==> config.mk <==
export PLATFORM = sky130hd
export DESIGN_NAME = smg_scan_ctrl
export DESIGN_NICKNAME = d
export VERILOG_FILES = /design/src/rtl/smg_pkg.sv /design/src/rtl/smg_hex_decode.sv /design/src/rtl/smg_scan_ctrl.sv
export SDC_FILE = /design/constraint.sdc
export NUM_CORES = 1
export LEC_CHECK = 0
export ABC_CLOCK_PERIOD_IN_PS = 5400
export CAP_MARGIN = 30
export CORE_MARGIN = 5
export CORE_UTILIZATION = 55
export DETAILED_ROUTE_END_ITERATION = 7
export PLACE_DENSITY = 0.84
export SETUP_SLACK_MARGIN = 0.3
export SLEW_MARGIN = 20
export SYNTH_ARGS = -nofsm -noshare
export SYNTH_HDL_FRONTEND = slang
export SYNTH_SLANG_ARGS = --single-unit
==> constraint.sdc <==
create_clock -name clk -period 5.4 [get_ports clk]
set_input_delay 0.81 -clock clk [delete_from_list [all_inputs] [get_ports clk]]
set_output_delay 0.81 -clock clk [all_outputs]
set_load 0.01 [all_outputs]
==> src/rtl/smg_pkg.sv <==
// Shared definitions for the 7-segment scan controller: font, frame layout, FSM states.
package smg_pkg;

  // Frame layout: {seg[7:0], sel[7:0]}, shifted MSB first
  localparam int unsigned SEG_MSB = 15;
  localparam int unsigned SEL_MSB = 7;
  localparam int unsigned SEG_W   = 8;
  localparam int unsigned SEL_W   = 8;

  // Active-high segment font, bit order {g,f,e,d,c,b,a}
  localparam logic [6:0] FONT_0 = 7'h3F;
  localparam logic [6:0] FONT_1 = 7'h06;
  localparam logic [6:0] FONT_2 = 7'h5B;
  localparam logic [6:0] FONT_3 = 7'h4F;
  localparam logic [6:0] FONT_4 = 7'h66;
  localparam logic [6:0] FONT_5 = 7'h6D;
  localparam logic [6:0] FONT_6 = 7'h7D;
  localparam logic [6:0] FONT_7 = 7'h07;
  localparam logic [6:0] FONT_8 = 7'h7F;
  localparam logic [6:0] FONT_9 = 7'h6F;
  localparam logic [6:0] FONT_A = 7'h77;
  localparam logic [6:0] FONT_B = 7'h7C;
  localparam logic [6:0] FONT_C = 7'h39;
  localparam logic [6:0] FONT_D = 7'h5E;
  localparam logic [6:0] FONT_E = 7'h79;
  localparam logic [6:0] FONT_F = 7'h71;

  typedef enum logic [2:0] {
    ST_IDLE  = 3'd0,
    ST_BUILD = 3'd1,
    ST_SEND  = 3'd2,
    ST_DWELL = 3'd3,
    ST_BLANK = 3'd4
  } smg_state_e;

endpackage

==> src/rtl/smg_hex_decode.sv <==
// Combinational hex nibble to active-high 7-segment pattern.
module smg_hex_decode
  import smg_pkg::*;
(
  input  logic [3:0] hex,
  output logic [6:0] seg_c
);

  // Font lookup
  always_comb begin
    seg_c = FONT_0;
    case (hex)
      4'h0: seg_c = FONT_0;
      4'h1: seg_c = FONT_1;
      4'h2: seg_c = FONT_2;
      4'h3: seg_c = FONT_3;
      4'h4: seg_c = FONT_4;
      4'h5: seg_c = FONT_5;
      4'h6: seg_c = FONT_6;
      4'h7: seg_c = FONT_7;
      4'h8: seg_c = FONT_8;
      4'h9: seg_c = FONT_9;
      4'hA: seg_c = FONT_A;
      4'hB: seg_c = FONT_B;
      4'hC: seg_c = FONT_C;
      4'hD: seg_c = FONT_D;
      4'hE: seg_c = FONT_E;
      4'hF: seg_c = FONT_F;
    endcase
  end

endmodule

==> src/rtl/smg_scan_ctrl.sv <==
// Scan scheduler for a multiplexed 7-segment display behind a 74HC595 serializer.
// Optional build macro SMG_ZERO_BLANK_EN: suppress leading zeros (digit 0 always shown).
module smg_scan_ctrl
  import smg_pkg::*;
#(
  parameter int unsigned DIGITS     = 8,
  parameter int unsigned DWELL_CNT  = 50000,
  parameter bit          SEG_ACT_LO = 1'b1,
  parameter bit          SEL_ACT_LO = 1'b1
) (
  input  logic                         clk,
  input  logic                         rst,
  input  logic [4*DIGITS-1:0]          digit_data,
  input  logic [DIGITS-1:0]            dp_mask,
  input  logic                         load,
  input  logic                         disp_en,
  output logic                         frame_vld,
  input  logic                         frame_rdy,
  output logic [15:0]                  frame_data,
  output logic [$clog2(DIGITS)-1:0]    scan_idx,
  output logic                         busy
);

  localparam int unsigned IDX_W = $clog2(DIGITS);
  localparam int unsigned CNT_W = (DWELL_CNT > 1) ? $clog2(DWELL_CNT) : 1;
  localparam logic [15:0] BLANK_FRAME = {(SEG_ACT_LO ? 8'hFF : 8'h00),
                                         (SEL_ACT_LO ? 8'hFF : 8'h00)};

  smg_state_e              state_q, state_d;
  logic [IDX_W-1:0]        scan_idx_q, scan_idx_d;
  logic [CNT_W-1:0]        cnt_q, cnt_d;
  logic [15:0]             frame_data_q, frame_data_d;
  logic                    frame_vld_q, frame_vld_d;
  logic                    busy_q, busy_d;
  logic [4*DIGITS-1:0]     pend_data_q, pend_data_d;
  logic [DIGITS-1:0]       pend_dp_q, pend_dp_d;
  logic                    pend_flag_q, pend_flag_d;
  logic [4*DIGITS-1:0]     shad_data_q, shad_data_d;
  logic [DIGITS-1:0]       shad_dp_q, shad_dp_d;

  logic                    xfer;
  logic [4*DIGITS-1:0]     eff_data;
  logic [DIGITS-1:0]       eff_dp;
  logic [3:0]              cur_nib;
  logic                    cur_dp;
  logic                    cur_blank;
  logic [6:0]              font_seg;
  logic [7:0]              seg_act;
  logic [7:0]              sel_act;
  logic [15:0]             digit_frame;

  smg_hex_decode u_dec (
    .hex   (cur_nib),
    .seg_c (font_seg)
  );

  // Select the digit being built; the sweep-start transfer is visible in the same frame
  always_comb begin
    xfer     = (state_q == ST_BUILD) && (scan_idx_q == '0) && pend_flag_q;
    eff_data = xfer ? pend_data_q : shad_data_q;
    eff_dp   = xfer ? pend_dp_q   : shad_dp_q;
    cur_nib  = 4'h0;
    cur_dp   = 1'b0;
    for (int i = 0; i < int'(DIGITS); i++) begin
      if (scan_idx_q == IDX_W'(i)) begin
        cur_nib = eff_data[4*i +: 4];
        cur_dp  = eff_dp[i];
      end
    end
  end

`ifdef SMG_ZERO_BLANK_EN
  logic lead_zero;

  // Leading-zero suppression scanning down from the most significant digit
  always_comb begin
    lead_zero = 1'b1;
    cur_blank = 1'b0;
    for (int i = int'(DIGITS) - 1; i > 0; i--) begin
      lead_zero = lead_zero && (eff_data[4*i +: 4] == 4'h0);
      if (scan_idx_q == IDX_W'(i)) begin
        cur_blank = lead_zero && !eff_dp[i];
      end
    end
  end
`else
  // Every digit always shows its value
  always_comb begin
    cur_blank = 1'b0;
  end
`endif

  // Assemble the digit frame with output polarity applied
  always_comb begin
    seg_act     = cur_blank ? 8'h00 : {cur_dp, font_seg};
    sel_act     = 8'd1 << scan_idx_q;
    digit_frame = '0;
    digit_frame[SEG_MSB -: SEG_W] = SEG_ACT_LO ? ~seg_act : seg_act;
    digit_frame[SEL_MSB -: SEL_W] = SEL_ACT_LO ? ~sel_act : sel_act;
  end

  // Next-state, load capture and registered-output computation
  always_comb begin
    state_d      = state_q;
    scan_idx_d   = scan_idx_q;
    cnt_d        = cnt_q;
    frame_data_d = frame_data_q;
    pend_data_d  = pend_data_q;
    pend_dp_d    = pend_dp_q;
    pend_flag_d  = pend_flag_q && !xfer;
    shad_data_d  = shad_data_q;
    shad_dp_d    = shad_dp_q;

    if (xfer) begin
      shad_data_d = pend_data_q;
      shad_dp_d   = pend_dp_q;
    end
    if (load) begin
      pend_data_d = digit_data;
      pend_dp_d   = dp_mask;
      pend_flag_d = 1'b1;
    end

    case (state_q)
      ST_IDLE: begin
        if (disp_en) begin
          state_d    = ST_BUILD;
          scan_idx_d = '0;
        end
      end
      ST_BUILD: begin
        if (disp_en) begin
          state_d      = ST_SEND;
          frame_data_d = digit_frame;
        end else begin
          state_d      = ST_BLANK;
          frame_data_d = BLANK_FRAME;
        end
      end
      ST_SEND: begin
        if (frame_rdy) begin
          if (disp_en) begin
            state_d = ST_DWELL;
            cnt_d   = '0;
          end else begin
            state_d      = ST_BLANK;
            frame_data_d = BLANK_FRAME;
          end
        end
      end
      ST_DWELL: begin
        if (!disp_en) begin
          state_d      = ST_BLANK;
          frame_data_d = BLANK_FRAME;
        end else if (cnt_q == CNT_W'(DWELL_CNT - 1)) begin
          state_d    = ST_BUILD;
          scan_idx_d = (scan_idx_q == IDX_W'(DIGITS - 1)) ? '0 : scan_idx_q + IDX_W'(1);
        end else begin
          cnt_d = cnt_q + CNT_W'(1);
        end
      end
      ST_BLANK: begin
        if (frame_rdy) begin
          state_d = ST_IDLE;
        end
      end
      default: state_d = ST_IDLE;
    endcase

    frame_vld_d = (state_d == ST_SEND) || (state_d == ST_BLANK);
    busy_d      = (state_d != ST_IDLE);
  end

  // State and datapath registers
  always_ff @(posedge clk or posedge rst) begin
    if (rst) begin
      state_q      <= ST_IDLE;
      scan_idx_q   <= '0;
      cnt_q        <= '0;
      frame_data_q <= '0;
      frame_vld_q  <= 1'b0;
      busy_q       <= 1'b0;
      pend_data_q  <= '0;
      pend_dp_q    <= '0;
      pend_flag_q  <= 1'b0;
      shad_data_q  <= '0;
      shad_dp_q    <= '0;
    end else begin
      state_q      <= state_d;
      scan_idx_q   <= scan_idx_d;
      cnt_q        <= cnt_d;
      frame_data_q <= frame_data_d;
      frame_vld_q  <= frame_vld_d;
      busy_q       <= busy_d;
      pend_data_q  <= pend_data_d;
      pend_dp_q    <= pend_dp_d;
      pend_flag_q  <= pend_flag_d;
      shad_data_q  <= shad_data_d;
      shad_dp_q    <= shad_dp_d;
    end
  end

  assign frame_vld  = frame_vld_q;
  assign frame_data = frame_data_q;
  assign scan_idx   = scan_idx_q;
  assign busy       = busy_q;

endmodule

=== After elaboration in Yosys (flattened, before gate mapping) ===
Memory sizes are Yosys's and may differ from the RTL's.
Index checks and enable logic that the tools add are counted.

* Bitwise gates (word level): 2
* Reduce and logical (&&, ||, !) cells: 14
* Equality and inequality tests: 20
* Shifts and indexed selects: 1
* Multiplexer cells: 41
* Add/subtract/negate cells: 2

{| class="wikitable"
|+ Operators by type and width
! cell !! number
|-
| $mux 16 || 7
|-
| $pmux 16 s3 || 1
|-
| $mux 3 || 11
|-
| $mux 32 || 1
|-
| $mux 4 || 8
|-
| $pmux 16 s2 || 1
|-
| $eq 3x3->1 const B || 6
|-
| $add 16x1->16 const B || 1
|-
| $eq 16x16->1 const B || 1
|-
| $not 8->8 || 2
|-
| $eq 3x2->1 const B || 5
|-
| $pmux 3 s5 || 1
|-
| $ne 2x2->1 const B || 6
|-
| $mux 1 || 9
|-
| $mux 8 || 1
|-
| $shl 1x3->8 const A || 1
|-
| $eq 3x1->1 const B || 2
|-
| $logic_not 3->1 || 2
|-
| $pmux 3 s2 || 1
|-
| $reduce_bool 3->1 || 2
|-
| $reduce_and 5->1 || 1
|-
| $reduce_and 4->1 || 1
|-
| $reduce_bool 2->1 || 2
|-
| $add 3x1->3 const B || 1
|-
| other kinds (4) || 6
|}

* Memory bits (read-only): 112
* Memories kept: 1
* Word-level logic and storage cells: 92
* Register bits after elaboration: 121

{| class="wikitable"
|+ Memory list
! memory !! words !! width !! rd ports !! clocked after Yosys merged registers in !! wr ports !! line !! RTL
|-
| (name not given) || 16 || 7 || 1 || 0 || 0 || smg_hex_decode.sv:12 || <nowiki>case (hex)</nowiki>
|}

=== Depth between registers and ports, before layout ===
Gate-level depths: netlist of the first run.
An unclocked memory read counts as a cell.

* Word-level depth: 16
* Gate-level depth with buffers: 17
* Mapped depth without buffers: 14

=== By module ===
From an unflattened synthesis of the first run, not the netlist that was laid out.

* Cells, all modules: 488
* Area, all modules: 5671.7 µm²

{| class="wikitable"
|+ Modules (own cells, without submodules)
! module !! area an instance (µm²) !! seq. area each (µm²) !! times used !! cells each
|-
| smg_scan_ctrl || 5383.9 || 3027.9 || 1 || 455
|-
| smg_hex_decode || 287.8 || 0.0 || 1 || 33
|}

=== Worst setup path after synthesis of the first run ===
No wires, ideal clock.

* Path kind: flip-flop to flip-flop
* Start: register scan_idx_q[0] (netlist: scan_idx[0])
* End: register frame_data_q[13] (netlist: frame_data[13])
* Cell stages (with the launch flop): 16
* Period minus slack after synthesis: 3437 ps
* Library setup time: 126 ps
* Arrival: 3311 ps
* Data required time: 5274 ps
* Slack: 1963 ps
* Cell sequence: dfrtp_1 -> inv_1 -> ha_1 -> nor2b_1 -> and3_1 -> buf_6 -> buf_12 -> mux2_4 -> a221oi_2 -> a22oi_2 -> o31ai_4 -> inv_1 -> ha_1 -> nor3_1 -> a211oi_1 -> o32a_1

{| class="wikitable"
|+ RTL lines
! element !! line !! RTL
|-
| start: declaration || smg_scan_ctrl.sv:30 || <nowiki>logic [IDX_W-1:0] scan_idx_q, scan_idx_d;</nowiki>
|-
| start signal: assignment || smg_scan_ctrl.sv:190 || <nowiki>scan_idx_q <= scan_idx_d;</nowiki>
|-
| $logic_not 3->1 || smg_scan_ctrl.sv:59 || <nowiki>xfer = (state_q == ST_BUILD) && (scan_idx_q == '0) && pend_flag_q;</nowiki>
|-
| $logic_and 1x1->1 (2 in a row) || smg_scan_ctrl.sv:59 ||
|-
| $mux 32 || - ||
|-
| named net eff_data[13] || smg_scan_ctrl.sv:42 || <nowiki>logic [4*DIGITS-1:0] eff_data;</nowiki>
|-
| $mux 4 (5 in a row) || smg_scan_ctrl.sv:65 || <nowiki>if (scan_idx_q == IDX_W'(i)) begin</nowiki>
|-
| $mem_v2 16x7 || - ||
|-
| $not 8->8 || smg_scan_ctrl.sv:98 || <nowiki>digit_frame[SEG_MSB -: SEG_W] = SEG_ACT_LO ? ~seg_act : seg_act;</nowiki>
|-
| $mux 16 || smg_scan_ctrl.sv:132 || <nowiki>if (disp_en) begin</nowiki>
|-
| $pmux 16 s3 || smg_scan_ctrl.sv:124 || <nowiki>case (state_q)</nowiki>
|-
| end signal: assignment || smg_scan_ctrl.sv:192 || <nowiki>frame_data_q <= frame_data_d;</nowiki>
|-
| end: declaration || smg_scan_ctrl.sv:32 || <nowiki>logic [15:0] frame_data_q, frame_data_d;</nowiki>
|}

The timed path passes the listed nets, and every way through them passes these cells.
A chain may end at the register's enable or synchronous reset.

=== Worst setup path after layout of the first run ===
* Start: register scan_idx_q[0] (netlist: scan_idx[0])
* End: register frame_data_q[13] (netlist: frame_data[13])

{| class="wikitable"
|+ RTL lines
! element !! line
|-
| $logic_not 3->1 || smg_scan_ctrl.sv:59
|-
| $logic_and 1x1->1 (2 in a row) || smg_scan_ctrl.sv:59
|-
| $mux 32 || -
|-
| named net eff_data[9] || smg_scan_ctrl.sv:42
|-
| $mux 4 (6 in a row) || smg_scan_ctrl.sv:65
|-
| $mem_v2 16x7 || -
|-
| $not 8->8 || smg_scan_ctrl.sv:98
|-
| $mux 16 || smg_scan_ctrl.sv:132
|-
| $pmux 16 s3 || smg_scan_ctrl.sv:124
|}

The timed path passes the listed nets, and every way through them passes these cells.

==> results.toml, run 1 <==
[detailed_routing]
wl_mm = 12.7
first_pass_iters = 5
vias = 4047
avgViaCountPerCell = 5.77
drc = 0
wl_per_cell_um = 18.1
ant_nets = 0
drt_iter0_markers = 227

[synthesis]
syn_area_per_cell_um2 = 11.8
yosysTopAreaCellShare_pct = 52.7
yosys_warnings = 0
synth.largest_area_cell = "dfrtp_1"
ys.flop_type = "dfrtp_1"
synth_cell_type_count = 64
syn_inst = 489
async_flop_share_pct = 100
synth.area.top_cells = "dfrtp_1 (53%), mux2_2 (14%), ha_1 (2.8%)"
yosysSeqAreaShare_pct = 52.7
synth_edf_count = 0
ys_ff_latch = 121
syn_area_um2 = 5750
synth_nets = 547

[status]
outcome = "finished clean"

[power_and_ir_drop]
clockPowerShare_pct = 29.3
p_comb_share_pct = 36.8
internal_power_mw = 2.53
seq_power_share_pct = 33.9
powerDensity_nw_per_um2 = 539
swShare_pct = 33.6
vdd_ir_drop_max_mv = 0.293
power.net_switching_mw = 1.28
p_leak_nw = 3.00

[sta]
tns_ns = 0
fmax_ghz = 0.228
worstMarginPinSlew_ns = 0.905
hold_violations = 0
finalClockSkew_ns = 0.00604
relSlewSlack_pct = 39.6
setup_viol = 0
fin_crit_sh_pct = 81.1
rsz0062_at_grt = "no"
fin_crit_ns = 4.38
slew_violations = 0

[worst_setup_path]
end_kind = "flip-flop"
rr_endpoint = "frame_data[13]"
rr_startpoint = "scan_idx[0]"
rrSetupSlack_ns = 1.02
cp_max_fo = 25
cp.required_ns = 5.81
arrival_ns = 4.79
critPathLaunchType = "flip-flop"
critPathKind = "flip-flop to flip-flop"
critPathLaunch = "scan_idx[0]"
worst_r2r_path_depth = 13
endpoint = "frame_data[13]"

[cts]
cts_root_buffer = "clkbuf_8"
clk_pin_slew_ns = 0.06
cts_tree = "yes"
cts.repair.resized = 0
numCtsBuffers = 17
clk_latency_ns = 0.53
post_cts_buffers = 0
hold_buffers = 0
ctsHtreeMaxLevel = 4
cts_buffer_depth = 2
cts.sinks = 121

[placed_design]
place.gp.congestion = 0.871
dp_hpwl_mm = 8.78
post_dp_cell_area_um2 = 6480
post-place-cells = 669
io_buffer_count = 65

[floorplanning]
die_h_um = 112
die_w_um = 112
num_rows = 37
start_util_pct = 55.9
ios = 66
die_area_um2 = 12600
core_um2 = 10300

[final_layout]
final_cell_area_um2 = 7070
final-seq-area_um2 = 3030
multi_input_area_um2 = 2480
drive_above_1_share_pct = 22.1
area_growth_syn_to_layout_pct = 23.0
final_cells = 701
nNetsFinal = 610
diodes = 0
nFillCells = 735

[global_route]
grt_pass1_wl_mm = 21.4
grt_pass1_vias = 4234
antenna_found_initial = 0
grt_usage_pct = 21.4
overflow = 0
grt_max_degree = 64

[flow_run]
maxCapViolCount = 0

[hold_path]
holdCritPathClass = "flip-flop to flip-flop"
## flip-flops by register name, summed over array words and instances (netlist names)
| register | cells |
|---|---|
| busy | 1 |
| pend_flag_q | 1 |
| state_q | 3 |
| scan_idx | 3 |
| frame_vld | 1 |
| shad_dp_q | 8 |
| pend_dp_q | 8 |
| frame_data | 16 |
| shad_data_q | 32 |
| pend_data_q | 32 |
| cnt_q | 16 |
## Yosys cell counts (8+ instances only)
| cell | number |
|---|---|
| mux2i_1 | 8 |
| a21oi_1 | 17 |
| nor2_1 | 41 |
| nand2_1 | 24 |
| xor2_1 | 12 |
| ha_1 | 13 |
| o21ai_0 | 12 |
| a31oi_1 | 8 |
| nor3_1 | 10 |
| mux2_2 | 70 |
| clkbuf_1 | 17 |
| inv_1 | 23 |
| dfrtp_1 | 121 |
| and3_1 | 8 |
| nand3_1 | 16 |
## stage by stage
step	setup slack, ns	utilization (%)	hold slack (ns)	power [mW]
floorplan	1.38	-	0.441	2.33
global placement	1.30	62.7	0.452	2.59
detailed placement	1.09	63.0	0.458	2.67
CTS	1.07	68.8	0.471	3.81
global route	0.785	68.8	0.505	4.02
finish	1.02	68.8	0.478	3.81
## routing by layer
metal  wire (um)  up-vias  track usage [%]
met5           0        -                0
met4         200        0             6.89
met3         753       19             7.87
met2        6390      128             35.4
met1        5360     2030             26.2
li1            -     1870                -
## area by class of cell
class	count	share of cell area, %
Sequential cell	121	42.8
Multi-Input combinational cell	319	35.1
Timing Repair Buffer	70	10.0
Clock buffer	25	7.13
Tap cell	136	2.41
Inverter	23	1.26
Clock inverter	7	1.24
## critical path: stages (launching register included)
cell and delay [ns]:
dfrtp_1 0.42, inv_1 0.13, ha_1 0.38, nor2b_1 0.30
and3_2 0.66, mux2_2 0.43, a221oi_2 0.24, a22oi_2 0.13
o31ai_4 0.39, inv_1 0.15, ha_1 0.26, nor3_1 0.31
a211oi_1 0.10, o32a_1 0.34
## how the worst min path moves through the flow
stage / startpoint / end / slack (ns) / cells after the start
2_1_floorplan: pend_flag_q / pend_flag_q / 0.44 / 1
3_5_place_dp: pend_flag_q / pend_flag_q / 0.46 / 1
4_1_cts: pend_flag_q / pend_flag_q / 0.47 / 1
6_report: pend_flag_q / pend_flag_q / 0.48 / 1
5_1_grt: pend_flag_q / pend_flag_q / 0.50 / 1
3_3_place_gp: pend_flag_q / pend_flag_q / 0.45 / 1
## cells by family (layout without fill, tap and decap cells)
family | Yosys count | in the layout | share of synthesized area, %
buf+inv | 49 | 125 | 4.20
simple gates | 130 | 130 | 11.3
xor+xnor | 13 | 13 | 1.98
compound gates | 79 | 79 | 10.1
flops | 121 | 121 | 52.7
fa+ha+maj | 13 | 13 | 2.83
mux | 84 | 84 | 16.9
## cells in the final DEF (no fill, tap or decap), drive strengths merged, types with 3 or more instances in the layout
master	instances
and3	8
buf	6
nand2	24
xor2	12
nor2b	6
nand3	16
a22oi	3
a211oi	4
clkbuf	25
clkinv	4
a31oi	8
clkdlybuf4s50	64
and4	3
and2	5
ha	13
inv	23
nand4	7
nor2	42
dfrtp	121
a21oi	17
o21ai	14
nor3	10
mux2i	8
mux2	74
## power by group through the flow
| stage | combinational (mW) | clock [mW] | sequential, mW |
|---|---|---|---|
| 2_1_floorplan | 1.07 | 0 | 1.27 |
| 3_3_place_gp | 1.31 | 0 | 1.29 |
| 3_5_place_dp | 1.37 | 0 | 1.30 |
| 4_1_cts | 1.38 | 1.13 | 1.29 |
| 5_1_grt | 1.52 | 1.18 | 1.32 |
| 6_report | 1.40 | 1.11 | 1.29 |
(Power assumes the default switching activity.)
==> run 2, diff against run 1 <==
ABC_CLOCK_PERIOD_IN_PS = 4200   (was 5400)
clock period = 4.2 ns   (was 5.4 ns; I/O delays follow)
==> results.toml, run 2 (synthesis results as in run 1) <==
[cts]
cts.sinks = 121
numCtsBuffers = 17
post_cts_buffers = 0
clk_latency_ns = 0.53
ctsHtreeMaxLevel = 4
clk_pin_slew_ns = 0.06
cts_root_buffer = "clkbuf_8"
cts_buffer_depth = 2
cts_tree = "yes"

[power_and_ir_drop]
swShare_pct = 33.2
p_comb_share_pct = 36.2
power.net_switching_mw = 1.65
finalPower_mw = 4.97
clockPowerShare_pct = 30.3
seq_power_share_pct = 33.4
p_leak_nw = 3.03
powerDensity_nw_per_um2 = 697
internal_power_mw = 3.32
vdd_ir_drop_max_mv = 0.512

[floorplanning]
die_w_um = 112
num_rows = 37
die_area_um2 = 12600
ios = 66
start_util_pct = 55.9
core_um2 = 10300
die_h_um = 112

[sta]
finalClockSkew_ns = 0.00782
worstMarginPinSlew_ns = 0.894
hold_violations = 0
rsz0062_at_grt = "no"
fin_crit_sh_pct = 86.7
fin_crit_ns = 3.64
fmax_ghz = 0.274
slew_violations = 0
setup_viol = 0
relSlewSlack_pct = 40.4
tns_ns = 0
whs_ns = 0.371

[detailed_routing]
wl_mm = 12.8
wirelength_met1_mm = 5.26
drt_iter0_markers = 194
vias = 4100
route.met3.wl_um = 910
ant_nets = 0
drc = 0
highest_layer = "met4"
first_pass_iters = 4
dr_wl_met2_mm = 6.30
wl_per_cell_um = 18.1
avgViaCountPerCell = 5.80

[final_layout]
multi_input_area_um2 = 2490
nFillCells = 734
nNetsFinal = 616
final_common_cell = "dfrtp_1"
drive_above_1_share_pct = 22.9
layout_common_cells = "dfrtp_1 (121), mux2_2 (70), clkdlybuf4s50_1 (64), nor2_1 (41), nand2_1 (24)"
area_growth_syn_to_layout_pct = 24.2
post-route-util_pct = 69.5
reg.largest.list = "pend_data_q (32), shad_data_q (32)"
diodes = 0
final-seq-area_um2 = 3030

[hold_path]
holdCritPathClass = "primary input to async pin"

[worst_setup_path]
arrival_ns = 4.06
end_kind = "flip-flop"
critPathLaunchType = "flip-flop"
cp_max_fo = 12
critPathKind = "flip-flop to flip-flop"
cp.required_ns = 4.61

[global_route]
grt_max_degree = 74
grt_pass1_wl_mm = 21.9
grt_pass1_vias = 4311
overflow = 0
grt_usage_pct = 21.9
antenna_found_initial = 0

[placed_design]
dp_hpwl_mm = 8.70
place.gp.congestion = 0.888
io_buffer_count = 65

[flow_run]
maxCapViolCount = 0

[status]
outcome = "finished clean"
run 2: changes by cell type in the layout (fill, tap and decap cells not counted), moves of 2 or more:
cell,change
buf_4,+7
clkinv_2,-2
clkinvlp_4,+3
clkbuf_8,-4
bufinv_16,+2
run 2: area by class of cell:
| type | instances | share of cell area, % |
|---|---|---|
| clock buffers | 21 | 6.29 |
| clock inverters | 11 | 2.37 |
| inverters | 23 | 1.24 |
| multi-input cells | 319 | 34.8 |
| flip-flops and latches | 121 | 42.4 |
| well taps | 136 | 2.38 |
| repair buffers | 76 | 10.5 |
run 2: power by group through the flow:
stage	Combinational [mW]	Sequential, mW	Clock, mW
2_1_floorplan	1.37	1.63	0
3_3_place_gp	1.72	1.66	0
3_5_place_dp	1.77	1.68	0
4_1_cts	1.79	1.66	1.53
5_1_grt	1.98	1.70	1.59
6_report	1.80	1.66	1.51
run 2: worst max-delay path, cell delays in order (launching register included):
cell and delay (ns):
dfrtp_1 0.41, inv_1 0.13, ha_1 0.17, nor2b_1 0.24, and3_4 0.35, mux2_2 0.39, a221oi_2 0.25, a22oi_2 0.13
o31ai_4 0.34, inv_1 0.15, ha_1 0.26, nor3_1 0.28, a211oi_1 0.08, o32a_1 0.34
run 2: final timing paths:
kind	from	endpoint	slack, ns	cells after the start
max	scan_idx[0]	frame_data[13]	0.56	13
min reg2reg	shad_data_q[29]	shad_data_q[29]	0.50	2
min	rst	pend_data_q[4]	0.37	2
max reg2reg	scan_idx[0]	frame_data[13]	0.56	13
min in group clk	shad_data_q[29]	shad_data_q[29]	0.50	2
max in group asynchronous	rst	pend_data_q[26]	2.95	4
run 2: what timing repair did:
action / in CTS / in global routing
endpoints found under the hold margin: 0 / 0
resized for setup: 0 / 1
setup endpoints to repair: 0 / 1
hold buffers: 0 / 0
run 2: stage by stage:
stage                     area (um2)  cells  setup WS, ns
after global placement          6490    674         0.606
after detailed placement        6490    674         0.480
after global routing            7140    707         0.317
after CTS                       7110    706         0.429
final                           7140    707         0.557
after floorplan                 5750    489         0.356
run 2: metal layers:
metal,global-route usage [%],up-vias
met4,8.81,0
met3,8.36,28
li1,-,1879
met2,35.1,153
met5,0,-
met1,26.7,2040
==> run 3, diff against run 2 <==
SKIP_LAST_GASP = 1   (was not set)
==> results of run 3 <==
Same layout as run 2: the final DEF is identical, and so are final timing and power.
